### src/rtl/cpu_regs_pkg.sv
// Shared sizing and the write-request record for the register bank.
// No logic; latency and backpressure are properties of the modules that import it.
package cpu_regs_pkg;

   localparam int NREG = 8;
   localparam int DW   = 16;
   localparam int IW   = 3;

   typedef struct packed {
      logic [DW-1:0] data;
      logic [IW-1:0] idx;
      logic          valid;
   } wreq_t;

endpackage

### src/rtl/wdec3to8.sv
// 3-to-8 one-hot write-enable decode; all zeros when en is low.
// Combinational, zero latency; no backpressure.
module wdec3to8
   import cpu_regs_pkg::*;
(
   input  logic [IW-1:0]   idx,
   input  logic            en,
   output logic [NREG-1:0] onehot
);

   always_comb begin
      onehot = '0;
      if (en) begin
         onehot[idx] = 1'b1;
      end
   end

endmodule

### src/rtl/demux_regbank16.sv
// Eight 16-bit registers written through a one-entry request stage; q is valid two edges after load.
// Latency 2 cycles load-to-q; accepts a write every cycle, never stalls, no backpressure.
module demux_regbank16
   import cpu_regs_pkg::*;
(
   input  logic            CLK,
   input  logic            RSTN,
   input  logic [DW-1:0]   d,
   input  logic [IW-1:0]   sel,
   input  logic            load,
   input  logic            clr,
   output logic [DW-1:0]   q0,
   output logic [DW-1:0]   q1,
   output logic [DW-1:0]   q2,
   output logic [DW-1:0]   q3,
   output logic [DW-1:0]   q4,
   output logic [DW-1:0]   q5,
   output logic [DW-1:0]   q6,
   output logic [DW-1:0]   q7,
   output logic            wvalid,
   output logic [IW-1:0]   widx,
   output logic [NREG-1:0] written,
   output logic [7:0]      wcount
);

   wreq_t           req;
   logic [NREG-1:0] we;
   logic [DW-1:0]   regs [NREG];

   wdec3to8 u_wdec (
      .idx    (req.idx),
      .en     (req.valid),
      .onehot (we)
   );

   // Stage 1: clr drops both the held request and whatever load arrives with it.
   always_ff @(posedge CLK or negedge RSTN) begin
      if (!RSTN) begin
         req <= '0;
      end else if (clr) begin
         req <= '0;
      end else begin
         req.data  <= d;
         req.idx   <= sel;
         req.valid <= load;
      end
   end

   always_ff @(posedge CLK or negedge RSTN) begin
      if (!RSTN) begin
         for (int i = 0; i < NREG; i++) regs[i] <= '0;
      end else if (clr) begin
         for (int i = 0; i < NREG; i++) regs[i] <= '0;
      end else begin
         for (int i = 0; i < NREG; i++) begin
            if (we[i]) regs[i] <= req.data;
         end
      end
   end

   always_ff @(posedge CLK or negedge RSTN) begin
      if (!RSTN) begin
         wvalid  <= 1'b0;
         widx    <= '0;
         written <= '0;
         wcount  <= '0;
      end else if (clr) begin
         wvalid  <= 1'b0;
         widx    <= '0;
         written <= '0;
         wcount  <= '0;
      end else begin
         wvalid <= req.valid;
         if (req.valid) begin
            widx    <= req.idx;
            written <= written | we;
            wcount  <= wcount + 8'd1;
         end
      end
   end

   assign q0 = regs[0];
   assign q1 = regs[1];
   assign q2 = regs[2];
   assign q3 = regs[3];
   assign q4 = regs[4];
   assign q5 = regs[5];
   assign q6 = regs[6];
   assign q7 = regs[7];

endmodule

### config.mk
export PLATFORM = sky130hd
export DESIGN_NAME = demux_regbank16
export DESIGN_NICKNAME = d
export VERILOG_FILES = /design/src/rtl/cpu_regs_pkg.sv /design/src/rtl/wdec3to8.sv /design/src/rtl/demux_regbank16.sv
export SDC_FILE = /design/constraint.sdc
export NUM_CORES = 1
export LEC_CHECK = 0
export CAP_MARGIN = 20
export CORE_ASPECT_RATIO = 0.6
export CORE_MARGIN = 4
export CORE_UTILIZATION = 50
export CTS_CLUSTER_DIAMETER = 60
export CTS_CLUSTER_SIZE = 12
export DETAILED_ROUTE_END_ITERATION = 6
export MAX_ROUTING_LAYER = met4
export PLACE_DENSITY = 0.83
export SYNTH_ARGS = -nofsm -noshare
export SYNTH_HDL_FRONTEND = slang
export SYNTH_SLANG_ARGS = --single-unit
### constraint.sdc
create_clock -name CLK -period 2.9 [get_ports CLK]
set_clock_uncertainty 0.2 [all_clocks]
set_input_delay 0.435 -clock CLK [delete_from_list [all_inputs] [get_ports CLK]]
set_output_delay 0.435 -clock CLK [all_outputs]
set_load 0.01 [all_outputs]
== Word level (Yosys, flattened, before mapping) ==
Cells that the tools add are included.

* Magnitude comparators: 2
* Reduce and logical (&&, ||, !) cells: 10
* Multiplexer cells: 20
* $add $sub $neg: 1
* Bitwise gates (word level): 1

{| class="wikitable"
|+ Operators by type and width
! operator !! number
|-
| $mux 128 || 1
|-
| $mux 16 || 8
|-
| $mux 8 || 5
|-
| $mux 20 || 1
|-
| $reduce_bool 2->1 || 9
|-
| $add 8x1->8 const B || 1
|-
| $or 8x8->8 || 1
|-
| $mux 3 || 2
|-
| $lt 3x4->1 const B || 1
|-
| $demux 1 s3 || 1
|-
| $ge 3x1->1 const B || 1
|-
| $mux 1 || 2
|-
| $logic_and 1x1->1 || 1
|}

* Bits of input ports: 23
* Output and inout port bits: 148
* Logic and storage cells: 49
* Register bits after elaboration: 168

== Logic depth before layout (Yosys ltp) ==
* Depth after elaboration: 8
* Depth in mapped cells: 6
* Mapped depth without buffers: 4

== Cells and area by module ==
From an unflattened synthesis, not the netlist that was laid out.

* Cell total of the unflattened synthesis: 555
* Area, all modules: 6,723.9 um^2

{| class="wikitable"
|+ Modules (own cells, without submodules)
! module !! cells each !! instances !! sequential area each (um^2) !! area each (um^2)
|-
| demux_regbank16 || 547 || 1 || 4,204.0 || 6,627.6
|-
| wdec3to8 || 8 || 1 || 0.0 || 96.3
|}

== Worst setup path before layout ==
Ideal clock, no wire load.

* Kind: register to register
* From: register, netlist name req[3]
* To: register regs (netlist bit q0[5])
* Slack: 1.254 ns
* Cell stages (with the launch flop): 6
* Library setup time: 0.136 ns
* Required time: 2.564 ns
* Clock period less this slack: 1.646 ns
* Buffers on the path: 2
* Arrival: 1.310 ns
* Cell sequence: dfrtp_1 or4b_1 buf_2 buf_6 nand2_1 a21oi_1

* Word-level cells in the longest chain between the ends: 6
* Elaborated cells on any way between the ends: 7
* Those cells by class: order compare (2); mux (3); reduce/logical (2)

{| class="wikitable"
|+ RTL lines
! element !! RTL line !! RTL
|-
| $lt 3x4->1 (implied by the code) or $ge 3x1->1 (tied branches) || wdec3to8.sv:14 || <nowiki>onehot[idx] = 1'b1;</nowiki>
|-
| $logic_and 1x1->1 (implied by the code) || wdec3to8.sv:14 ||
|-
| $mux 1 (implied by the code) || wdec3to8.sv:14 ||
|-
| $demux 1 s3 * || -- ||
|-
| $mux 8 * || wdec3to8.sv:13 || <nowiki>if (en) begin</nowiki>
|-
| $reduce_bool 2->1 (no line) * || -- ||
|-
| end signal: indexed assignment || demux_regbank16.sv:56 || <nowiki>if (we[i]) regs[i] <= req.data;</nowiki>
|-
| end: declaration || demux_regbank16.sv:28 || <nowiki>logic [DW-1:0] regs [NREG];</nowiki>
|}

Every way passes the cells marked *; elsewhere a longest branch is shown, timed or not.
A chain may end at the register's enable or synchronous reset.

== Worst setup path in the final report ==
* From: register, netlist name req[3]
* To: register regs (netlist bit q5[3])

* Word-level cells in the longest chain between the ends: 6
* Elaborated cells on any way between the ends: 7
* Those cells by class: order compare (2); mux (3); reduce/logical (2)

{| class="wikitable"
|+ RTL lines
! element !! RTL line
|-
| $lt 3x4->1 (implied by the code) or $ge 3x1->1 (tied branches) || wdec3to8.sv:14
|-
| $logic_and 1x1->1 (implied by the code) || wdec3to8.sv:14
|-
| $mux 1 (implied by the code) || wdec3to8.sv:14
|-
| $demux 1 s3 * || --
|-
| $mux 8 * || wdec3to8.sv:13
|-
| $reduce_bool 2->1 (no line) * || --
|}

Marks and branches as above.

==> run metrics <==
Routed WL=19500 um; CP max FO=17; r2r setup slk=0.77 ns; first-pass GRT wire length=29900 um; syn nets=729; via count=5625; Seq/Total Area, Yosys=62.3%; maximum VDD drop=0.503 mV; Yosys top cell area share=62.3%; die height=98.0 um; hpwl dp=12900 um; worst reg2reg path depth=3; hold path cells=2; CP endpoint kind=flip-flop; PwrDens=534 nW/um^2; Final setup violation count=0; GRT Total Usage=26.0%; final net count=858; average cell area after synthesis=9.58 um^2; warnings from Yosys=0; Tightest Pin Transition=0.914 ns; fin. max-slew vios=0; Worst-path clk slew=0.06 ns; top cells by area, synth=dfrtp_1, nand2_1, a21oi_1, buf_2, nor2b_1; # diodes=0; PnR Total Power=0.00478 W; Tmin final=2.13 ns; Die ar.=15500 um^2; Static Leak=3.67 nW; Final Cycle Share=73.6%; Max Clk Rate=468 MHz; CTS buffer count=17; hold crit path type=flip-flop to flip-flop; clock sinks=168; Mapped Cells=705; Final Hold Viols=0; io pins=171; share of layout cells above drive strength 1=5.31%; RSZ-0062 raised after global routing=no; worst setup path class=flip-flop to flip-flop; GPL Wtd Cong=0.813; CTS tree=yes; hold path start=written[4]$_DFFE_PN0P_; r2r endpoint=q5[3]$_DFFE_PN0P_; data required time of the worst path=2.96 ns; I/O Buffers=170; Starting Density=51.9%; P&R area growth vs syn=32.4%; detailed-router iteration count before antenna repair=6; largest area contributor in the netlist=dfrtp_1; Max Cap Violations=0; Root Buffer=clkbuf_16; crit path DAT=2.19 ns; relative slew slack=38.8%; site row count=32; Initial DRC Count=435; Place WS=0.825 ns; largest net degree at the start of global routing=81; commonest non-fill, non-tap cell in the layout=nand2_1; post-layout instance area=8940 um^2; Area after DPL=8380 um^2; Core ar.=13000 um^2; vias in the first global route=5417; status=finished, final reports clean; clk buf depth=2; initial antenna violation count=0; reg2reg start=req[3]$_DFF_PN0_; post-DR wirelength/cell=19.1 um; H-tree depth=4; Yosys cell types=25; final core utilization=68.7%; crit path launch type=flip-flop; DRC violations left=0; setup slack after layout=0.765 ns; remaining global-route overflow=0; Mapped Area=6750 um^2; Hold EP=written[4]$_DFFE_PN0P_; Seq cells post-synth=168; sum of negative setup slack=0 ns; Skew-Pair Late Insertion Delay=0.41 ns; most frequent cells in the layout=nand2_1, clkdlybuf4s50_1, dfrtp_1; Final ANT Viol Nets=0; Via density=5.53; Die Width=158 um
==> through the flow <==
step / cells / hold WS, ns
CTS: 1017 / 0.307
finish: 1017 / 0.308
floorplan: 705 / -0.0606
global placement: 984 / 0.281
global route: 1017 / 0.332
detailed placement: 984 / 0.291
==> metal layers <==
layer  routed length (um)  GRT usage [%]
met1                 8700           38.3
met2                 8580           36.4
met4                  260           5.90
met3                 1920           7.00
met5                    0              -
==> report_power, final <==
part           switching, W  internal, W
clock              0.000942      0.00115
combinational      0.000138    0.0000967
sequential        0.0000755      0.00237
==> critical path, stage by stage (launching register included) <==
cell and delay (ns):
dfrtp_1 0.65, nand4b_1 0.76, nand2_1 0.28, a21oi_1 0.10
==> how the worst max path moves through the flow <==
stage / startpoint / end / slack [ns] / cells after the start
6_report: req[3]$_DFF_PN0_ / q5[3]$_DFFE_PN0P_ / 0.77 / 3
5_1_grt: req[2]$_DFF_PN0_ / q7[1]$_DFFE_PN0P_ / 0.63 / 3
4_1_cts: wcount[3]$_DFFE_PN0P_ / wcount[3] / 0.79 / 1
3_5_place_dp: req[1]$_DFF_PN0_ / q5[3]$_DFFE_PN0P_ / 0.83 / 3
3_3_place_gp: req[2]$_DFF_PN0_ / q5[14]$_DFFE_PN0P_ / 0.93 / 3
2_1_floorplan: req[3]$_DFF_PN0_ / q0[5]$_DFFE_PN0P_ / 1.25 / 5
==> cells by family (layout without fill, tap and decap cells) <==
logic type	Yosys count	after routing	synth area share [%]
muxes	4	4	0.593
DFF	168	168	62.3
AOI/OAI and AO/OA	134	134	9.93
xor gates and xnor gates	4	4	0.519
buffers and inverters	67	209	5.47
and+or+nand+nor	327	327	21.0
adders and majority gates	1	1	0.185
==> repair_timing <==
item,in CTS,in global routing
hold buffers,1,0
resized for setup,0,0
buffers inserted,0,0
hold endpoints to repair,69,0
==> flip-flops by register name, indices dropped and copies added, names as in the netlist <==
| name | flops |
|---|---|
| req | 20 |
| q0 | 16 |
| q1 | 16 |
| q2 | 16 |
| q3 | 16 |
| q4 | 16 |
| q5 | 16 |
| q6 | 16 |
| q7 | 16 |
| wcount | 8 |
| written | 8 |
| widx | 3 |
| wvalid | 1 |
==> synthesized netlist by cell type (all sizes together) <==
| master | number |
|---|---|
| a21oi | 131 |
| and4 | 1 |
| and4b | 3 |
| and4bb | 3 |
| buf | 45 |
| clkbuf | 22 |
| dfrtp | 168 |
| ha | 1 |
| mux2i | 4 |
| nand2 | 258 |
| nand3 | 2 |
| nand4 | 4 |
| nand4b | 3 |
| nand4bb | 3 |
| nor2 | 24 |
| nor2b | 21 |
| nor4b | 1 |
| o21ai | 3 |
| or3 | 3 |
| or4b | 1 |
| xnor2 | 1 |
| xor2 | 3 |
==> final cells by class <==
cell class | count | area (um^2)
flip-flops and latches | 168 | 4200
fillers | 959 | 4080
multi-input cells | 470 | 2180
repair buffers | 177 | 1790
clock buffers | 19 | 453
well taps | 170 | 213
clock inverters | 13 | 95.1
No activity file was read; power rests on OpenSTA's default activity.
